==> config.mk <==
export PLATFORM = sky130hd
export DESIGN_NAME = washing_machine_prog_flat
export DESIGN_NICKNAME = d
export VERILOG_FILES = /design/src/rtl/washing_machine_prog_if.sv /design/src/rtl/washing_machine_prog.sv /design/src/flat_wrapper.sv
export SDC_FILE = /design/constraint.sdc
export NUM_CORES = 1
export LEC_CHECK = 0
export CAP_MARGIN = 0
export CORE_MARGIN = 2
export CORE_UTILIZATION = 63
export CTS_BUF_LIST = sky130_fd_sc_hd__clkbuf_2
export CTS_CLUSTER_DIAMETER = 50
export DETAILED_ROUTE_END_ITERATION = 10
export PLACE_DENSITY_LB_ADDON = 0.12
export SYNTH_ARGS = -nofsm -noshare
export SYNTH_HDL_FRONTEND = slang
export SYNTH_SLANG_ARGS = --single-unit
==> constraint.sdc <==
create_clock -name clk50m -period 4.75 [get_ports clk50m]
set_clock_uncertainty 0.15 [all_clocks]
set_input_delay 0.95 -clock clk50m [delete_from_list [all_inputs] [get_ports clk50m]]
set_output_delay 0.95 -clock clk50m [all_outputs]
set_load 0.05 [all_outputs]
==> src/rtl/washing_machine_prog_if.sv <==
// Panel/config and actuator signal bundle for the programmable washing-machine sequencer.
// master = panel/driver side, slave = sequencer.
interface washing_machine_prog_if #(
   parameter int TIMER_W = 16
);
   logic               start;
   logic               abort;
   logic               clear_err;
   logic               door_closed;
   logic               full;
   logic               hot;
   logic [TIMER_W-1:0] wash_time;
   logic [TIMER_W-1:0] spin_time;
   logic [2:0]         rinse_cnt;
   logic               skip_heat;
   logic               door_lock;
   logic               valve;
   logic               heater;
   logic               motor_wash;
   logic               motor_spin;
   logic               pump;
   logic               busy;
   logic               done;
   logic               error;
   logic [1:0]         err_code;
   logic [3:0]         state_o;

   modport master (
      output start, abort, clear_err, door_closed, full, hot,
             wash_time, spin_time, rinse_cnt, skip_heat,
      input  door_lock, valve, heater, motor_wash, motor_spin, pump,
             busy, done, error, err_code, state_o
   );

   modport slave (
      input  start, abort, clear_err, door_closed, full, hot,
             wash_time, spin_time, rinse_cnt, skip_heat,
      output door_lock, valve, heater, motor_wash, motor_spin, pump,
             busy, done, error, err_code, state_o
   );
endinterface

==> src/rtl/washing_machine_prog.sv <==
// Programmable washing-machine sequencer: timed wash/rinse/spin, optional heat,
// sensor-wait timeouts with error codes, user abort with safe drain.
module washing_machine_prog #(
   parameter int TIMER_W       = 16,
   parameter int TICK_DIV      = 50000,
   parameter int TIMEOUT_TICKS = 60000,
   parameter int RINSE_TICKS   = 30000
) (
   input logic                  clk50m,
   input logic                  rst_n,
   washing_machine_prog_if.slave wm
);
   localparam logic [3:0] S_IDLE  = 4'd0;
   localparam logic [3:0] S_FILL  = 4'd1;
   localparam logic [3:0] S_HEAT  = 4'd2;
   localparam logic [3:0] S_WASH  = 4'd3;
   localparam logic [3:0] S_DRAIN = 4'd4;
   localparam logic [3:0] S_RINSE = 4'd5;
   localparam logic [3:0] S_SPIN  = 4'd6;
   localparam logic [3:0] S_DONE  = 4'd7;
   localparam logic [3:0] S_ABORT = 4'd8;
   localparam logic [3:0] S_ERROR = 4'd9;

   localparam int PRE_W  = (TICK_DIV > 1) ? $clog2(TICK_DIV) : 1;
   localparam int WAIT_W = $clog2(TIMEOUT_TICKS + 1);
   localparam logic [PRE_W-1:0]   PRE_LAST   = PRE_W'(TICK_DIV - 1);
   localparam logic [WAIT_W-1:0]  WAIT_LAST  = WAIT_W'(TIMEOUT_TICKS - 1);
   localparam logic [TIMER_W-1:0] RINSE_LOAD = TIMER_W'(RINSE_TICKS);

   logic [3:0]         state_reg, state_next;
   logic [1:0]         err_reg, err_next;
   logic [PRE_W-1:0]   pre_reg;
   logic [TIMER_W-1:0] timer_reg, timer_load;
   logic [WAIT_W-1:0]  wait_reg;
   logic [TIMER_W-1:0] wash_cfg_reg, spin_cfg_reg;
   logic               skip_cfg_reg;
   logic [2:0]         rinse_left_reg;
   logic               rinse_phase_reg;
   logic               tick, timer_done, wait_expired, entry, accept, rinse_step;

   assign tick         = (pre_reg == PRE_LAST);
   assign timer_done   = tick && (timer_reg <= TIMER_W'(1));
   assign wait_expired = tick && (wait_reg == WAIT_LAST);
   assign entry        = (state_next != state_reg);
   assign accept       = (state_reg == S_IDLE) && (state_next == S_FILL);
   assign rinse_step   = (state_reg == S_DRAIN) && (state_next == S_FILL);

   always_comb begin
      state_next = state_reg;
      err_next   = err_reg;
      case (state_reg)
         S_IDLE:  if (wm.start && wm.door_closed) begin
                     state_next = S_FILL;
                     err_next   = 2'd0;
                  end
         S_FILL:  if (wm.full)
                     state_next = rinse_phase_reg ? S_RINSE : (skip_cfg_reg ? S_WASH : S_HEAT);
                  else if (wait_expired) begin
                     state_next = S_ERROR;
                     err_next   = 2'd1;
                  end
         S_HEAT:  if (wm.hot)
                     state_next = S_WASH;
                  else if (wait_expired) begin
                     state_next = S_ERROR;
                     err_next   = 2'd2;
                  end
         S_WASH:  if (timer_done) state_next = S_DRAIN;
         S_DRAIN: if (!wm.full)
                     state_next = (rinse_left_reg != 3'd0) ? S_FILL : S_SPIN;
                  else if (wait_expired) begin
                     state_next = S_ERROR;
                     err_next   = 2'd3;
                  end
         S_RINSE: if (timer_done) state_next = S_DRAIN;
         S_SPIN:  if (timer_done) state_next = S_DONE;
         S_DONE:  state_next = S_IDLE;
         S_ABORT: if (!wm.full)
                     state_next = S_IDLE;
                  else if (wait_expired) begin
                     state_next = S_ERROR;
                     err_next   = 2'd3;
                  end
         S_ERROR: if (wm.clear_err && !wm.full) state_next = S_IDLE;
         default: state_next = S_ABORT;
      endcase
      // Abort overrides every same-cycle transition, including timeouts
      if (wm.abort && state_reg != S_IDLE && state_reg != S_ABORT && state_reg != S_ERROR) begin
         state_next = S_ABORT;
         err_next   = err_reg;
      end
   end

   always_comb begin
      case (state_next)
         S_WASH:  timer_load = wash_cfg_reg;
         S_RINSE: timer_load = RINSE_LOAD;
         S_SPIN:  timer_load = spin_cfg_reg;
         default: timer_load = '0;
      endcase
   end

   always_ff @(posedge clk50m or negedge rst_n) begin
      if (!rst_n) begin
         state_reg       <= S_IDLE;
         err_reg         <= 2'd0;
         pre_reg         <= '0;
         timer_reg       <= '0;
         wait_reg        <= '0;
         wash_cfg_reg    <= '0;
         spin_cfg_reg    <= '0;
         skip_cfg_reg    <= 1'b0;
         rinse_left_reg  <= 3'd0;
         rinse_phase_reg <= 1'b0;
      end else begin
         state_reg <= state_next;
         err_reg   <= err_next;
         pre_reg   <= tick ? '0 : pre_reg + PRE_W'(1);
         if (accept) begin
            wash_cfg_reg    <= wm.wash_time;
            spin_cfg_reg    <= wm.spin_time;
            skip_cfg_reg    <= wm.skip_heat;
            rinse_left_reg  <= wm.rinse_cnt;
            rinse_phase_reg <= 1'b0;
         end else if (rinse_step) begin
            rinse_left_reg  <= rinse_left_reg - 3'd1;
            rinse_phase_reg <= 1'b1;
         end
         // Timer and wait counter restart on every state entry
         if (entry) begin
            wait_reg  <= '0;
            timer_reg <= timer_load;
         end else begin
            if (tick && wait_reg != WAIT_LAST)
               wait_reg <= wait_reg + WAIT_W'(1);
            if (tick && timer_reg > TIMER_W'(1))
               timer_reg <= timer_reg - TIMER_W'(1);
         end
      end
   end

   always_comb begin
      wm.door_lock  = 1'b0;
      wm.valve      = 1'b0;
      wm.heater     = 1'b0;
      wm.motor_wash = 1'b0;
      wm.motor_spin = 1'b0;
      wm.pump       = 1'b0;
      case (state_reg)
         S_FILL:  begin wm.valve = 1'b1;      wm.door_lock = 1'b1; end
         S_HEAT:  begin wm.heater = 1'b1;     wm.door_lock = 1'b1; end
         S_WASH,
         S_RINSE: begin wm.motor_wash = 1'b1; wm.door_lock = 1'b1; end
         S_DRAIN,
         S_ABORT: begin wm.pump = 1'b1;       wm.door_lock = 1'b1; end
         S_SPIN:  begin wm.motor_spin = 1'b1; wm.pump = 1'b1; wm.door_lock = 1'b1; end
         S_DONE:  wm.door_lock = 1'b1;
         S_ERROR: begin wm.pump = 1'b1;       wm.door_lock = wm.full; end
         default: ;
      endcase
      wm.busy     = (state_reg != S_IDLE);
      wm.done     = (state_reg == S_DONE);
      wm.error    = (state_reg == S_ERROR);
      wm.err_code = err_reg;
      wm.state_o  = state_reg;
   end
endmodule

==> src/flat_wrapper.sv <==
// flat-port wrapper written by rule: the top's interface ports become plain ports
module washing_machine_prog_flat 
#(
   parameter int TIMER_W       = 16,
   parameter int TICK_DIV      = 50000,
   parameter int TIMEOUT_TICKS = 60000,
   parameter int RINSE_TICKS   = 30000
)
  (clk50m, rst_n, wm_start, wm_abort, wm_clear_err, wm_door_closed, wm_full, wm_hot, wm_wash_time, wm_spin_time, wm_rinse_cnt, wm_skip_heat, wm_door_lock, wm_valve, wm_heater, wm_motor_wash, wm_motor_spin, wm_pump, wm_busy, wm_done, wm_error, wm_err_code, wm_state_o);
  washing_machine_prog_if #(.TIMER_W(TIMER_W)) wm_i ();
  input logic clk50m;
  input logic rst_n;
  input wire logic [$bits(wm_i.start)-1:0] wm_start;
  input wire logic [$bits(wm_i.abort)-1:0] wm_abort;
  input wire logic [$bits(wm_i.clear_err)-1:0] wm_clear_err;
  input wire logic [$bits(wm_i.door_closed)-1:0] wm_door_closed;
  input wire logic [$bits(wm_i.full)-1:0] wm_full;
  input wire logic [$bits(wm_i.hot)-1:0] wm_hot;
  input wire logic [$bits(wm_i.wash_time)-1:0] wm_wash_time;
  input wire logic [$bits(wm_i.spin_time)-1:0] wm_spin_time;
  input wire logic [$bits(wm_i.rinse_cnt)-1:0] wm_rinse_cnt;
  input wire logic [$bits(wm_i.skip_heat)-1:0] wm_skip_heat;
  output wire logic [$bits(wm_i.door_lock)-1:0] wm_door_lock;
  output wire logic [$bits(wm_i.valve)-1:0] wm_valve;
  output wire logic [$bits(wm_i.heater)-1:0] wm_heater;
  output wire logic [$bits(wm_i.motor_wash)-1:0] wm_motor_wash;
  output wire logic [$bits(wm_i.motor_spin)-1:0] wm_motor_spin;
  output wire logic [$bits(wm_i.pump)-1:0] wm_pump;
  output wire logic [$bits(wm_i.busy)-1:0] wm_busy;
  output wire logic [$bits(wm_i.done)-1:0] wm_done;
  output wire logic [$bits(wm_i.error)-1:0] wm_error;
  output wire logic [$bits(wm_i.err_code)-1:0] wm_err_code;
  output wire logic [$bits(wm_i.state_o)-1:0] wm_state_o;
  assign wm_i.start = wm_start;
  assign wm_i.abort = wm_abort;
  assign wm_i.clear_err = wm_clear_err;
  assign wm_i.door_closed = wm_door_closed;
  assign wm_i.full = wm_full;
  assign wm_i.hot = wm_hot;
  assign wm_i.wash_time = wm_wash_time;
  assign wm_i.spin_time = wm_spin_time;
  assign wm_i.rinse_cnt = wm_rinse_cnt;
  assign wm_i.skip_heat = wm_skip_heat;
  assign wm_door_lock = wm_i.door_lock;
  assign wm_valve = wm_i.valve;
  assign wm_heater = wm_i.heater;
  assign wm_motor_wash = wm_i.motor_wash;
  assign wm_motor_spin = wm_i.motor_spin;
  assign wm_pump = wm_i.pump;
  assign wm_busy = wm_i.busy;
  assign wm_done = wm_i.done;
  assign wm_error = wm_i.error;
  assign wm_err_code = wm_i.err_code;
  assign wm_state_o = wm_i.state_o;
  washing_machine_prog #(.TIMER_W(TIMER_W), .TICK_DIV(TICK_DIV), .TIMEOUT_TICKS(TIMEOUT_TICKS), .RINSE_TICKS(RINSE_TICKS)) u_core (.clk50m(clk50m), .rst_n(rst_n), .wm(wm_i));
endmodule
---- After elaboration in Yosys (flattened, before gate mapping) ----
Index checks and enable logic that the tools add are counted.
operators by class
  $add $sub $neg .......................... 4
  muxes and demuxes ....................... 38
  equal/unequal tests ..................... 26
  bitwise operators ....................... 1
  $lt $le $gt $ge ......................... 2
  reduce and logical (&&, ||, !) cells .... 24
operator list
  kind                                                                                number
  16-bit two-way mux                                                                  5
  16-bit one-hot mux with 3 select lines                                              1
  4-bit two-way mux                                                                   11
  4-bit one-hot mux with 9 select lines                                               1
  16-bit by 1-bit adder with 16-bit output (second input constant)                    2
  16-bit == test (second input constant)                                              2
  4-bit by 3-bit == test with 1-bit output (second input constant)                    6
  16-bit by 1-bit > comparator with 1-bit output (second input constant)              1
  16-bit by 1-bit less-or-equal comparator with 1-bit output (second input constant)  1
  16-bit != test (second input constant)                                              1
  16-bit by 1-bit subtractor with 16-bit output (second input constant)               1
  2-bit two-way mux                                                                   7
  4-bit by 2-bit == test with 1-bit output (second input constant)                    3
  1-bit logical AND                                                                   11
  3-bit two-way mux                                                                   3
  9-bit AND reduction                                                                 1
  4-bit by 1-bit == test with 1-bit output (second input constant)                    2
  4-bit == test (second input constant)                                               2
  1-bit two-way mux                                                                   8
  2-bit by 1-bit != test with 1-bit output (second input constant)                    4
  4-bit != test (second input constant)                                               2
  2-bit one-hot mux with 4 select lines                                               1
  4-bit nonzero test                                                                  2
  8-bit OR reduction                                                                  1
  11 further kinds                                                                    16
storage, ports and cells
  flip-flop bits (word level) ............. 91
  output and inout port bits .............. 15
  word-level logic and storage cells ...... 105

---- Depth between registers and ports, before layout ----
Gate-level depths: netlist of run 1.
  word-level depth ........................ 10
  mapped depth ............................ 13

---- Least setup slack after synthesis of run 1 ----
No wires, ideal clock.
  kind .................................... register -> register
  start point ............................. register u_core.state_reg[0], in the netlist u_core.wm.state_o[0]
  end point ............................... register u_core.timer_reg[12]
  required time ........................... 4457 ps
  arrival time ............................ 4127 ps
  path slack .............................. 330 ps
  stages on the path, launching flop included .. 12
  cell sequence ........................... dfrtp_1 buf_2 nor4b_1 nand2_1 or4b_1 a311oi_1 and2_4 a2111o_1 buf_6 buf_6 nor2_1 a41oi_1
between the ends
  word-level cells in the longest chain between the ends .. 8
  elaborated cells on any way between the ends .. 35
  classes of those cells .................. 15 x eq/ne; 13 x mux; 7 x reduce/logical
RTL lines
  element                                                                                         line                         text
  from (decl)                                                                                     washing_machine_prog.sv:30   logic [3:0] state_reg, state_next;
  from (signal assigned)                                                                          washing_machine_prog.sv:116  state_reg <= state_next;
  parallel branches: the longest is 8 deep, another holds 16-bit one-hot mux with 3 select lines  --
  to (signal assigned)                                                                            washing_machine_prog.sv:132  timer_reg <= timer_load;
  to (signal assigned)                                                                            washing_machine_prog.sv:137  timer_reg <= timer_reg - TIMER_W'(1);
  to (decl)                                                                                       washing_machine_prog.sv:33   logic [TIMER_W-1:0] timer_reg, timer_load;
Several ways; the timed one is not identified.
A chain may end at the register's enable or synchronous reset.

---- Worst setup path in the final report of run 1 ----
  start point ............................. register u_core.state_reg[2], in the netlist u_core.wm.state_o[2]
  end point ............................... output port wm_motor_spin
between the ends
  word-level cells in the longest chain between the ends .. 2
RTL lines
  element                                   line                         text
  4-bit by 3-bit == test with 1-bit output  washing_machine_prog.sv:149  case (state_reg)
  1-bit two-way mux                         washing_machine_prog.sv:149
  to (decl)                                 flat_wrapper.sv:27           output wire logic [$bits(wm_i.motor_spin)-1:0] wm_motor_spin;
No other way between the ends.

==> results of run 1 <==
[per-layer routing]
layer | GRT usage, % | routed length (µm) | up-vias | part of all wire, %
met2 | 44.28 | 5268 | 102 | 50
met1 | 35.11 | 4655 | 1811 | 44
met5 | 0 | 0 | - | 0
li1 | - | - | 1834 | -
met3 | 4.475 | 504 | 15 | 4.8
met4 | 9.950 | 164 | 0 | 1.5
[cell type report]
type	instances	area (µm²)	share of cell area, %
Clock buffer	9	45.04	0.7954
Clock inverter	7	57.56	1.016
Inverter	11	41.29	0.7291
Multi-Input combinational cell	364	2499	44.12
Sequential cell	91	2277	40.21
Tap cell	102	127.6	2.254
Timing Repair Buffer	63	615.6	10.87
[worst paths after layout]
path / start / cells past startpoint / slack, ps / endpoint
min in group clk50m: u_core.pre_reg[0] / 1 / 320 / u_core.pre_reg[0]
hold / removal: rst_n / 1 / 150 / u_core.pre_reg[7]
max in group asynchronous: rst_n / 2 / 3280 / u_core.spin_cfg_reg[9]
setup reg to reg: u_core.wm.state_o[2] / 8 / 1020 / u_core.timer_reg[2]
hold reg to reg: u_core.pre_reg[0] / 1 / 320 / u_core.pre_reg[0]
setup / recovery: u_core.wm.state_o[2] / 3 / 600 / wm_motor_spin
[worst reg2reg max path, cell delays in order, from the launching register on]
cell,delay [ps]
dfrtp_1,860
nor3b_1,550
o21ai_0,270
o2111ai_1,200
a31oi_1,120
or2_1,290
nor3_2,820
a22oi_1,220
a21oi_1,200
[logic make-up (layout without fill, tap and decap cells)]
group                      after synthesis  count (layout)
AOI/OAI and AO/OA                       74              74
xor gates and xnor gates                45              45
adders and majority gates                6               6
buffers and inverters                   36              90
DFF                                     91              91
muxes                                   38              38
and+or+nand+nor                        201             201
[stage by stage]
step                      instance area (µm²)  setup WS [ps]  power [mW]
after floorplan                          4943          329.8       2.302
after global placement                   5560          759.8       2.570
after detailed placement                 5560          658.4       2.620
after CTS                                5663          602.8       2.980
after global routing                     5663          471.1       3.183
final                                    5663          604.4       2.971
[layout by cell type (no fill, tap or decap), types with 3 or more instances in the layout]
cell | netlist | layout
clkbuf_2 | 0 | 9
a211oi_1 | 3 | 3
o21ai_0 | 14 | 14
inv_6 | 0 | 3
a41oi_1 | 7 | 7
buf_4 | 0 | 6
nand3_1 | 14 | 14
nand4_1 | 7 | 7
nand2b_1 | 3 | 3
a21oi_1 | 15 | 15
mux2_2 | 36 | 36
xor2_1 | 27 | 27
or2_2 | 5 | 5
inv_1 | 11 | 11
nor3_1 | 6 | 6
nor2b_1 | 6 | 6
nor2_1 | 61 | 60
and3_1 | 13 | 13
xnor2_1 | 18 | 18
nor3b_1 | 5 | 5
nor4b_1 | 3 | 3
dfrtp_1 | 91 | 91
clkdlybuf4s50_1 | 0 | 57
and2_1 | 6 | 6
a22oi_1 | 9 | 9
a31oi_1 | 5 | 5
and4_1 | 3 | 3
nor4bb_1 | 3 | 3
ha_1 | 6 | 6
nand2_1 | 41 | 41
nor4_1 | 5 | 5
[power by group through the flow]
| stage | Sequential, mW | Combinational, mW | Clock [mW] |
|---|---|---|---|
| detailed placement | 1.24 | 1.38 | 0 |
| CTS | 1.23 | 1.38 | 0.370 |
| finish | 1.23 | 1.38 | 0.365 |
| floorplan | 1.20 | 1.10 | 0 |
| global route | 1.26 | 1.52 | 0.397 |
| global placement | 1.23 | 1.34 | 0 |
==> summary.md, run 1 <==
Entering global routing, the biggest net connects 48 pins. Counting every sink on the clock net gives 91. The port buffer count works out to 58. The logs give 3 for the maximum level of the CTS H-tree and 1.698 mW for the cell-internal power. The run gives 0.0003464 V as the worst vdd rail ir drop. Data on the critical path arrives at its endpoint at 3050 ps.

The filler cell count in the final layout was 581. The die is 92.58 µm tall. The category of the worst setup path capture point was a primary output.

Cell with the biggest individual delay on the critical path: dfrtp_1. Synthesis inferred 91 register bits. The share of synthesized area occupied by flip-flops and latches was 46.06%. The cell type with the highest aggregate area in the netlist was dfrtp_1.

The first routing iteration left 290 violations. For the via count of the first global-routing pass, the log shows 3769. The root buffer cell chosen for the clock tree is clkbuf_2. The overall die area came out at 8571 µm². The number of gates resized after CTS was 0. Summed over all layers, the routed wires come to 10.59 mm. The mux cell area share after synthesis works out to 8.605%. By area, the combinational part of the netlist is dominated by simple AND/OR/NAND/NOR gates. Sequential share of power: 41.3%. Path class of the lowest-slack min-delay path: input pin to async pin. Measured against its own limit, the worst slew margin works out to 32.64%. The worst-case clock buffer depth came out at 2. Walking the worst path, the cells encountered are nor3b_1 > and2_1 > clkdlybuf4s50_1. Setup violations remaining at the end of the flow were counted as 0. By area the synthesized netlist is led by dfrtp_1 (46%), mux2_2 (8.2%), xor2_1 (4.8%).

Share of final-layout standard cells stronger than drive strength 1: 13.39%. The max-slew violation total from the final report is 0. By count the netlist is led by dfrtp_1 (91), nor2_1 (61), nand2_1 (41).

The first global-routing pass estimated 17.98 mm of wire. Setup repair after global routing left no endpoint under its margin. In this run the power spent charging and discharging nets is 1.274 mW. The library cell with the highest instance count after synthesis is dfrtp_1. The number of detailed-routing iterations run before antenna repair is 5, and the cell area after synthesis is 4943 µm². For this run, the total global-route usage over all layers was measured as 26.59%.

In this run switching power makes up 42.87% of total power. The adder and majority cell fraction of the synthesized area came out at 1.519%. Setup total negative slack on the finished layout was measured at 0 ps. The tightest hold path in the finished design has a slack of 150.6 ps. The insertion delay to the later sink of the worst-skew pair is 590 ps.

The core region is 7647 µm². The time the final worst path needs with I/O delays and setup was 4146 ps; the fraction of the cycle the final worst path needs was 87.28%. The number of nets in the layout was 590. Averaged over all synthesized cells, the footprint is 10.07 µm².

Along the worst path, the maximum fanout reaches 23. The sum of buffers and inverters on the critical path came out at 1. The TritonCTS buffer count is 9. Once layout is complete, the utilization of the core stands at 74.05%. The tools report the total placed cells including tap cells as 631. The initial core utilization was 64.64%.

The I/O pin total was 59; the area fraction in and, or, nand and nor cells after synthesis was 22.07%. Counting flops with an async set or reset pin after synthesis yields a share of 100.0%. The logs give 0 for the remaining antenna violation count after routing and 541 for the number of nets in the synthesized netlist. Clock-pin slew was measured on the worst setup and hold paths at 280 ps.

In this run the power density over the cells is 524.7 nW/µm². The part of the power in the clock network came out at 12.3%. For this design, the CTS-stage hold fixing added 0 buffers. The final weighted congestion in routability-driven placement came out at 0.9546. The combinational group share of total power is 46.4%. After detailed routing, the number of vias per cell comes to 5.815.

The number of hold-slack violations in the final timing report came out at 0. Summing the areas of all xor and xnor instances in the mapped netlist gives 7.973% of the synthesized area. Among cell families on the critical path, the largest total delay comes from flip-flops. For this run, the number of standard cells in the final layout without fillers is 647.

The half-perimeter wire length after detailed placement was 7.635 mm. The run gives 0 as the total of max-cap violations. STA classifies the critical path startpoint as a flop. The floorplan step set the die width to 92.58 µm. For the worst setup path, the data required time is 3650 ps. Type of the worst setup path: flop to primary output. The number of warning messages in the yosys log is 0, and the instance count of the mapped netlist is 491. The analysis attributes to cell leakage a power of 2.373 nW. For this run the aggregate overflow at the end of global routing stands at 0. The share of the synthesized area in the top cell type was 46.06%. In this run the core area contains 32 standard-cell rows.

0 antenna diodes ended up in the layout. The number of vias after detailed routing is 3762, and the peak clock frequency supported by timing is 241.2 MHz. In this run, synthesis inferred 0 flip-flops with an integrated enable. TritonCTS built the clock tree.

The mean routed wirelength per cell came out at 16.37 µm. The netlist uses 66 different library cells. The compound-gate portion of the synthesized area is 10.23%, and the number of DRC violations after detailed routing is 0.

Setup fix buffers added after clock tree synthesis: 0. The number of antenna violations at the first check in global routing is 0, and the delay contributed by the slowest stage of the critical path is 860 ps. The flow ran to the end, and the final reports show no timing, DRC or antenna violations. Transition time at the pin with the least slew margin: 1005 ps. The area growth from synthesis to layout is 14.55%. The commonest register cell after synthesis is dfrtp_1.
No activity file was read; power rests on OpenSTA's default activity.
==> run 2: changes to the inputs <==
Settings changed: CORE_UTILIZATION 63 to 30.
==> run 2 against run 1 <==
Clock-buffer cell count grew 2. Setup slack better by 82 ps. Power shrank 0.86%. Largest cell class unchanged. Largest power group unchanged.
==> summary.md, run 2 (synthesized netlist as in run 1, its figures left out) <==
The run finished with clean final reports. The number of detailed-routing iterations run before antenna repair was 4; the met3 wire length was 449 µm. The port buffer count was 58. Prior to clock tree synthesis, the placed netlist has a worst setup slack of 410.5 ps. The number of DRC violations after detailed routing is 0, and the TritonCTS buffer count is 9.

The final critical path takes up 85.56% of the cycle. The congestion estimate from routability-driven global placement came to 0.8588. In this run the deepest clock path goes through 2 buffers. The path class of the lowest-slack min-delay path is input pin to async pin. The run gives 1 as the number of antenna violations at the first check in global routing.

Most frequent standard cell in the layout excluding fill and tap cells: dfrtp_1. The detailed router put a total of 5.668 mm of wire on met1. The kind of start point of the critical path was a flop. The clock period could shrink to 4064 ps.

The run gives 16000 µm² as the core footprint. The data arrival time at the worst-slack endpoint came out at 2960 ps. The first routing iteration left 251 violations. In this run the core area contains 46 standard-cell rows. For the least setup slack across all paths after layout, the log shows 685.9 ps.

Post-CTS timing repair inserted 0 buffers for setup. The chip width is 132.4 µm, and the overall die area is 17520 µm². The number of gates resized after CTS was 0. For this design the ratio of total power to cell area is 506.3 nW/µm². The setup TNS after final layout was 0 ps; the mean routed wirelength per cell was 15.27 µm. Setup repair after global routing left no endpoint under its margin. At the later pin of the worst-skew pair, clock insertion delay measures 550 ps. The logs give 3650 ps for the critical path required time and 11.70 mm for the routed wire length. The number of hold buffers added after CTS is 0, and the share of final-layout standard cells stronger than drive strength 1 is 13.69%. The H-tree was split into 3 levels. The detailed router placed 3802 vias in this run. The run gives 3886 as the via count of the first global-routing pass. The area growth from synthesis to layout was 17.69%. TritonCTS built the clock tree.

The highest layer touched by signal routing is met4. Global routing consumed, over all layers together, 14.11% of the routing resources. For this run, the post-layout net count is 595. The max-slew violation total from the final report was 0; the static power due to leakage was 2.393 nW. From bottom edge to top edge, the die measures 132.4 µm. Across the run, the number of max-cap violations was 0.

The cell sitting at the root of the clock tree is a clkbuf_2. Entering global routing, the biggest net connects 66 pins. The tools report the total clock sinks as 91. Headroom to the max-slew limit came out at 22.81%.

At the pin with the least slew margin, the transition time is 1152 ps. Number of hold-slack violations in the final timing report: 0. The clock input transition at the sequential cells of the worst setup and hold paths was 220 ps; the remaining antenna violation count after routing was 0. I/O pin total: 59.

For this configuration, the core starts out at a cell density of 30.90%. The first global-routing pass estimated 19.84 mm of wire. In this run the worst path has a maximum fanout of 13. The number of vias per cell after detailed routing works out to 4.963. The peak clock frequency supported by timing was 246.1 MHz. Wire segments on met2 add up to 5.417 mm in the final route.

The tools report the category of the worst setup path capture point as a primary output. The run gives 0.0002647 V as the worst vdd rail ir drop. In the layout the commonest cells are dfrtp_1 (91), nor2_1 (60), clkdlybuf4s50_1 (57).

The type of the worst setup path is flop to primary output. The tools report the aggregate global routing overflow as 0. Total of endpoints with negative setup slack in the final report: 0. The HPWL after detailed placement is 8.518 mm. Filler cell count in the final layout: 1703.
run 2: cell count changes in the layout (fill, tap and decap cells not counted):
cell,delta
buf_4,+5
inv_6,-3
clkbuf_2,+2
clkinvlp_4,-2
diode_2,+2
clkinv_1,+1
clkinv_4,+1
inv_8,-1
run 2: worst max-delay path, cell delays in order (launching register included):
cell and delay [ps]:
dfrtp_1 590, buf_4 270, nor3b_1 450, and2_1 290
clkdlybuf4s50_1 830
run 2: per-layer routing:
layer | vias up | GRT usage (%)
met5 | - | 0
met4 | 0 | 4.839
li1 | 1855 | -
met1 | 1855 | 18.70
met2 | 81 | 22.88
met3 | 11 | 3.037
run 2: per-stage QoR:
| stage | hold WS (ps) | instance area [µm²] | util (%) | std cells | power, mW |
|---|---|---|---|---|---|
| final | 310.5 | 5818 | 36.36 | 766 | 2.946 |
| after global routing | 309.0 | 5818 | 36.36 | 766 | 3.198 |
| after CTS | 275.8 | 5813 | 36.33 | 764 | 2.997 |
| after detailed placement | 303.3 | 5741 | 35.88 | 750 | 2.665 |
| after global placement | 287.5 | 5741 | 35.88 | 750 | 2.634 |
| after floorplan | 275.1 | 4943 | - | 491 | 2.302 |
run 2: final timing paths:
check	cells past startpoint	end	slack, ps	startpoint
worst max register to register	9	u_core.timer_reg[15]	1000	u_core.wm.state_o[3]
worst min-delay path	1	u_core.spin_cfg_reg[7]	310	rst_n
worst min register to register	1	u_core.pre_reg[0]	330	u_core.pre_reg[0]
worst max-delay path	4	wm_motor_spin	690	u_core.wm.state_o[3]
min in group clk50m	1	u_core.pre_reg[0]	330	u_core.pre_reg[0]
max in group asynchronous	2	u_core.spin_cfg_reg[12]	3240	rst_n
run 2: power breakdown:
group          leakage, nW  internal [mW]  switching, mW  total [mW]
clock network       0.0553         0.0664          0.253       0.319
logic                 1.17          0.631          0.816        1.45
registers             1.16           1.01          0.171        1.18
total                 2.39           1.71           1.24        2.95
run 2: cell type report:
class / count / area [µm²] / share of cell area, %
clock buffers: 11 / 55.05 / 0.9462
flip-flops and latches: 91 / 2277 / 39.14
multi-input cells: 364 / 2499 / 42.95
clock inverters: 3 / 17.52 / 0.3011
inverters: 11 / 41.29 / 0.7097
diodes: 2 / 5.005 / 0.08602
well taps: 216 / 270.3 / 4.645
repair buffers: 68 / 653.1 / 11.23
==> run 3: changes to the inputs <==
Clock period 4.75 ns to 3.8 ns, I/O delays scaled along.
==> run 3 against run 2 <==
Sequential cell count unchanged. Cell count grew 1.3%. Die area stayed put. Cell area grew 2.6%. Critical path depth decreased by 1. Clock-buffer cell count decreased by 1. Clock power increased by 51%. Setup slack got worse by 510 ps. Utilization increased by 0.93 points. First-iteration DRC count decreased by 20%. Via count increased by 1.6%. Hold slack got worse by 180 ps. Critical path type unchanged. Critical endpoint is now wm_valve. Largest power group unchanged. Highest routed layer unchanged.
==> summary.md, run 3 (synthesized netlist as in run 1, its figures left out) <==
Setup repair after global routing left no endpoint under its margin. The number of antenna violations at the first check in global routing is 0, and the max-slew violation total from the final report is 0. Dividing the final minimum period by the clock period gives 95.24%.

Detailed placement ended at an HPWL of 8.516 mm. The total of max-cap violations was 0. The clock passes through at most 2 buffers.

Combinational logic is responsible for 48.6% of the overall power. The first detailed-routing pass ran for 4 iterations. Cell internal power was estimated by the tool at 2.241 mW. For the remaining antenna violation count after routing, the log shows 0. For this design, the slowest cell found on the critical path is clkdlybuf4s50_1.

In this run the horizontal extent of the chip is 132.4 µm. The number of hold-slack violations in the final timing report is 0. Derived from the worst setup path, the maximum achievable clock frequency is 276.3 MHz. At the end of the flow, the number of nets in the layout was 605.

The tools report the root buffer cell as clkbuf_2. The tools report the final weighted congestion in routability-driven placement as 0.8590. From bottom edge to top edge, the die measures 132.4 µm. The logs give 0 for the aggregate global routing overflow and 21.30% for the met2 routing resource usage after global routing. The signal on the critical path passes through or4b_4 > inv_1 > clkdlybuf4s50_1.

The type of the worst setup path is flop to primary output. In this run the worst hold path is classified as input pin to async pin. At the worst endpoint, the arrival time is 2710 ps.

Of the total power, the share spent switching nets is 41.50%. The tools report the core footprint as 16000 µm². TritonCTS built the clock tree.

The final layout contains routed wiring with a total length of 11.86 mm. Of all nets on the critical path, the largest fanout is 11. Setup violations remaining at the end of the flow were counted as 0. The part of the power in the clock network came out at 12.6%. In this run, CTS created clock tree buffers numbering 9.

The number of hold buffers added after CTS is 0, and the power density over the cells is 642.1 nW/µm². On the worst path, the slowest cell contributes a delay of 830 ps. Final hold analysis gives a worst-case slack of 128.8 ps. Cells with a size suffix above 1 make up 15.71% of the layout.

The most frequent standard cell in the layout excluding fill and tap cells is dfrtp_1. In this run, the number of DRC markers left after iteration 0 of detailed routing was 201. Relative to the synthesized area, the layout overhead comes to 20.70%. The transition time at the pin with the least slew margin came out at 1184 ps. Dividing the detail-routed wire length by the instance count gives 15.28 µm. For this run, the total global-route usage over all layers was measured as 14.03%. The tools report the via count of the first global-routing pass as 3838.

The insertion delay to the later sink of the worst-skew pair is 570 ps, and the static power due to leakage is 2.479 nW. The time the final worst path needs with I/O delays and setup works out to 3619 ps. In the layout the commonest cells are dfrtp_1 (90), nor2_1 (60), clkdlybuf4s50_1 (55). The normalized max-slew margin is 20.63%, and the number of vias per cell after detailed routing is 4.978. In the global route stage, met1 resource usage came out at 19.45%.

The first global-routing pass estimated 19.83 mm of wire. After floorplanning, the core was divided into 46 placement rows. The tools report the switching component of the power as 1.590 mW. Summing over every cut layer, the via total after detailed routing is 3863.

IR analysis of the VDD net gives a maximum drop of 0.0002864 V. The category of the worst setup path capture point was a primary output. The logs give 3 for the maximum level of the CTS H-tree and 0 ps for the setup TNS after final layout. Port buffering added 58 buffers.

The kind of start point of the critical path was a flop. The total clock sinks is 91, and the final antenna diode count is 0. The flow ran to the end, and the final reports show no timing, DRC or antenna violations. The most used routing layer was met2. Entering global routing, the biggest net connects 72 pins.

For the initial core utilization, the log shows 30.90%. The number of DRC violations after detailed routing was 0; the I/O pin total was 59. In the global route stage, met3 resource usage came out at 2.691%. The overall die area was 17520 µm²; the clock input transition at the sequential cells of the worst setup and hold paths was 260 ps.

The layout has 1667 filler cells. Registers are responsible for 38.8% of the overall power. The run gives 2890 ps as the critical path required time.
[run 3: cell types whose count changed in the layout (fill, tap and decap cells not counted), moves of 2 or more]
cell             delta
clkinv_1            +2
buf_12              +3
clkinvlp_4          +2
buf_4               +8
diode_2             -2
clkdlybuf4s50_1     -2
[run 3: path summary, 6_finish.rpt]
path / startpoint / endpoint / slack, ps / cells past startpoint
setup / recovery: u_core.wm.state_o[2] / wm_valve / 180 / 3
hold / removal: rst_n / u_core.pre_reg[0] / 130 / 1
setup reg to reg: u_core.timer_reg[6] / u_core.timer_reg[11] / 300 / 9
hold reg to reg: u_core.pre_reg[0] / u_core.pre_reg[0] / 330 / 1
max in group asynchronous: rst_n / u_core.spin_cfg_reg[11] / 2530 / 2
min in group clk50m: u_core.pre_reg[0] / u_core.pre_reg[0] / 330 / 1
[run 3: metrics by stage]
stage / worst slack, ps / std cells / total power [mW] / area (µm²) / utilization [%]
2_1_floorplan: 192.4 / 491 / 2.880 / 4950 / -
3_5_place_dp: 55.66 / 760 / 3.387 / 5857 / 36.60
4_1_cts: 45.07 / 776 / 3.882 / 5963 / 37.27
3_3_place_gp: 167.8 / 760 / 3.378 / 5857 / 36.60
5_1_grt: 29.59 / 776 / 4.147 / 5967 / 37.29
6_report: 180.8 / 776 / 3.831 / 5967 / 37.29
[run 3: metal layers]
metal  vias to the layer above  share of wire [%]  wire length, µm
met3                        18                4.2              500
li1                       1884                  -                -
met5                         -                  0                0
met4                         0                2.3              269
met1                      1875                 49             5850
met2                        86                 44             5238
[run 3: final cells by class]
class | instances | area, µm² | area share, %
clock buffer | 10 | 50.05 | 0.8388
clock inverter | 6 | 56.30 | 0.9436
inverter | 11 | 41.29 | 0.6920
multi-input combinational | 364 | 2505 | 41.98
sequential | 91 | 2278 | 38.18
tap | 216 | 270.3 | 4.529
timing repair buffer | 78 | 765.7 | 12.83
[run 3: power by group through the flow]
| stage | sequential (mW) | combinational (mW) | clock (mW) |
|---|---|---|---|
| 2_1_floorplan | 1.50 | 1.38 | 0 |
| 3_3_place_gp | 1.51 | 1.87 | 0 |
| 3_5_place_dp | 1.51 | 1.87 | 0 |
| 4_1_cts | 1.49 | 1.88 | 0.509 |
| 5_1_grt | 1.53 | 2.06 | 0.551 |
| 6_report | 1.49 | 1.86 | 0.482 |
[run 3: critical path, delay by kind of cell (launching register included)]
family                 cells  cell delay [ps]
and+or+nand+nor            1              590
buffers and inverters      2              990
DFF                        1              570
[run 3: repair_timing]
action	in CTS	in global routing
resized for setup	0	2
setup endpoints to repair	0	3
buffers inserted	0	0
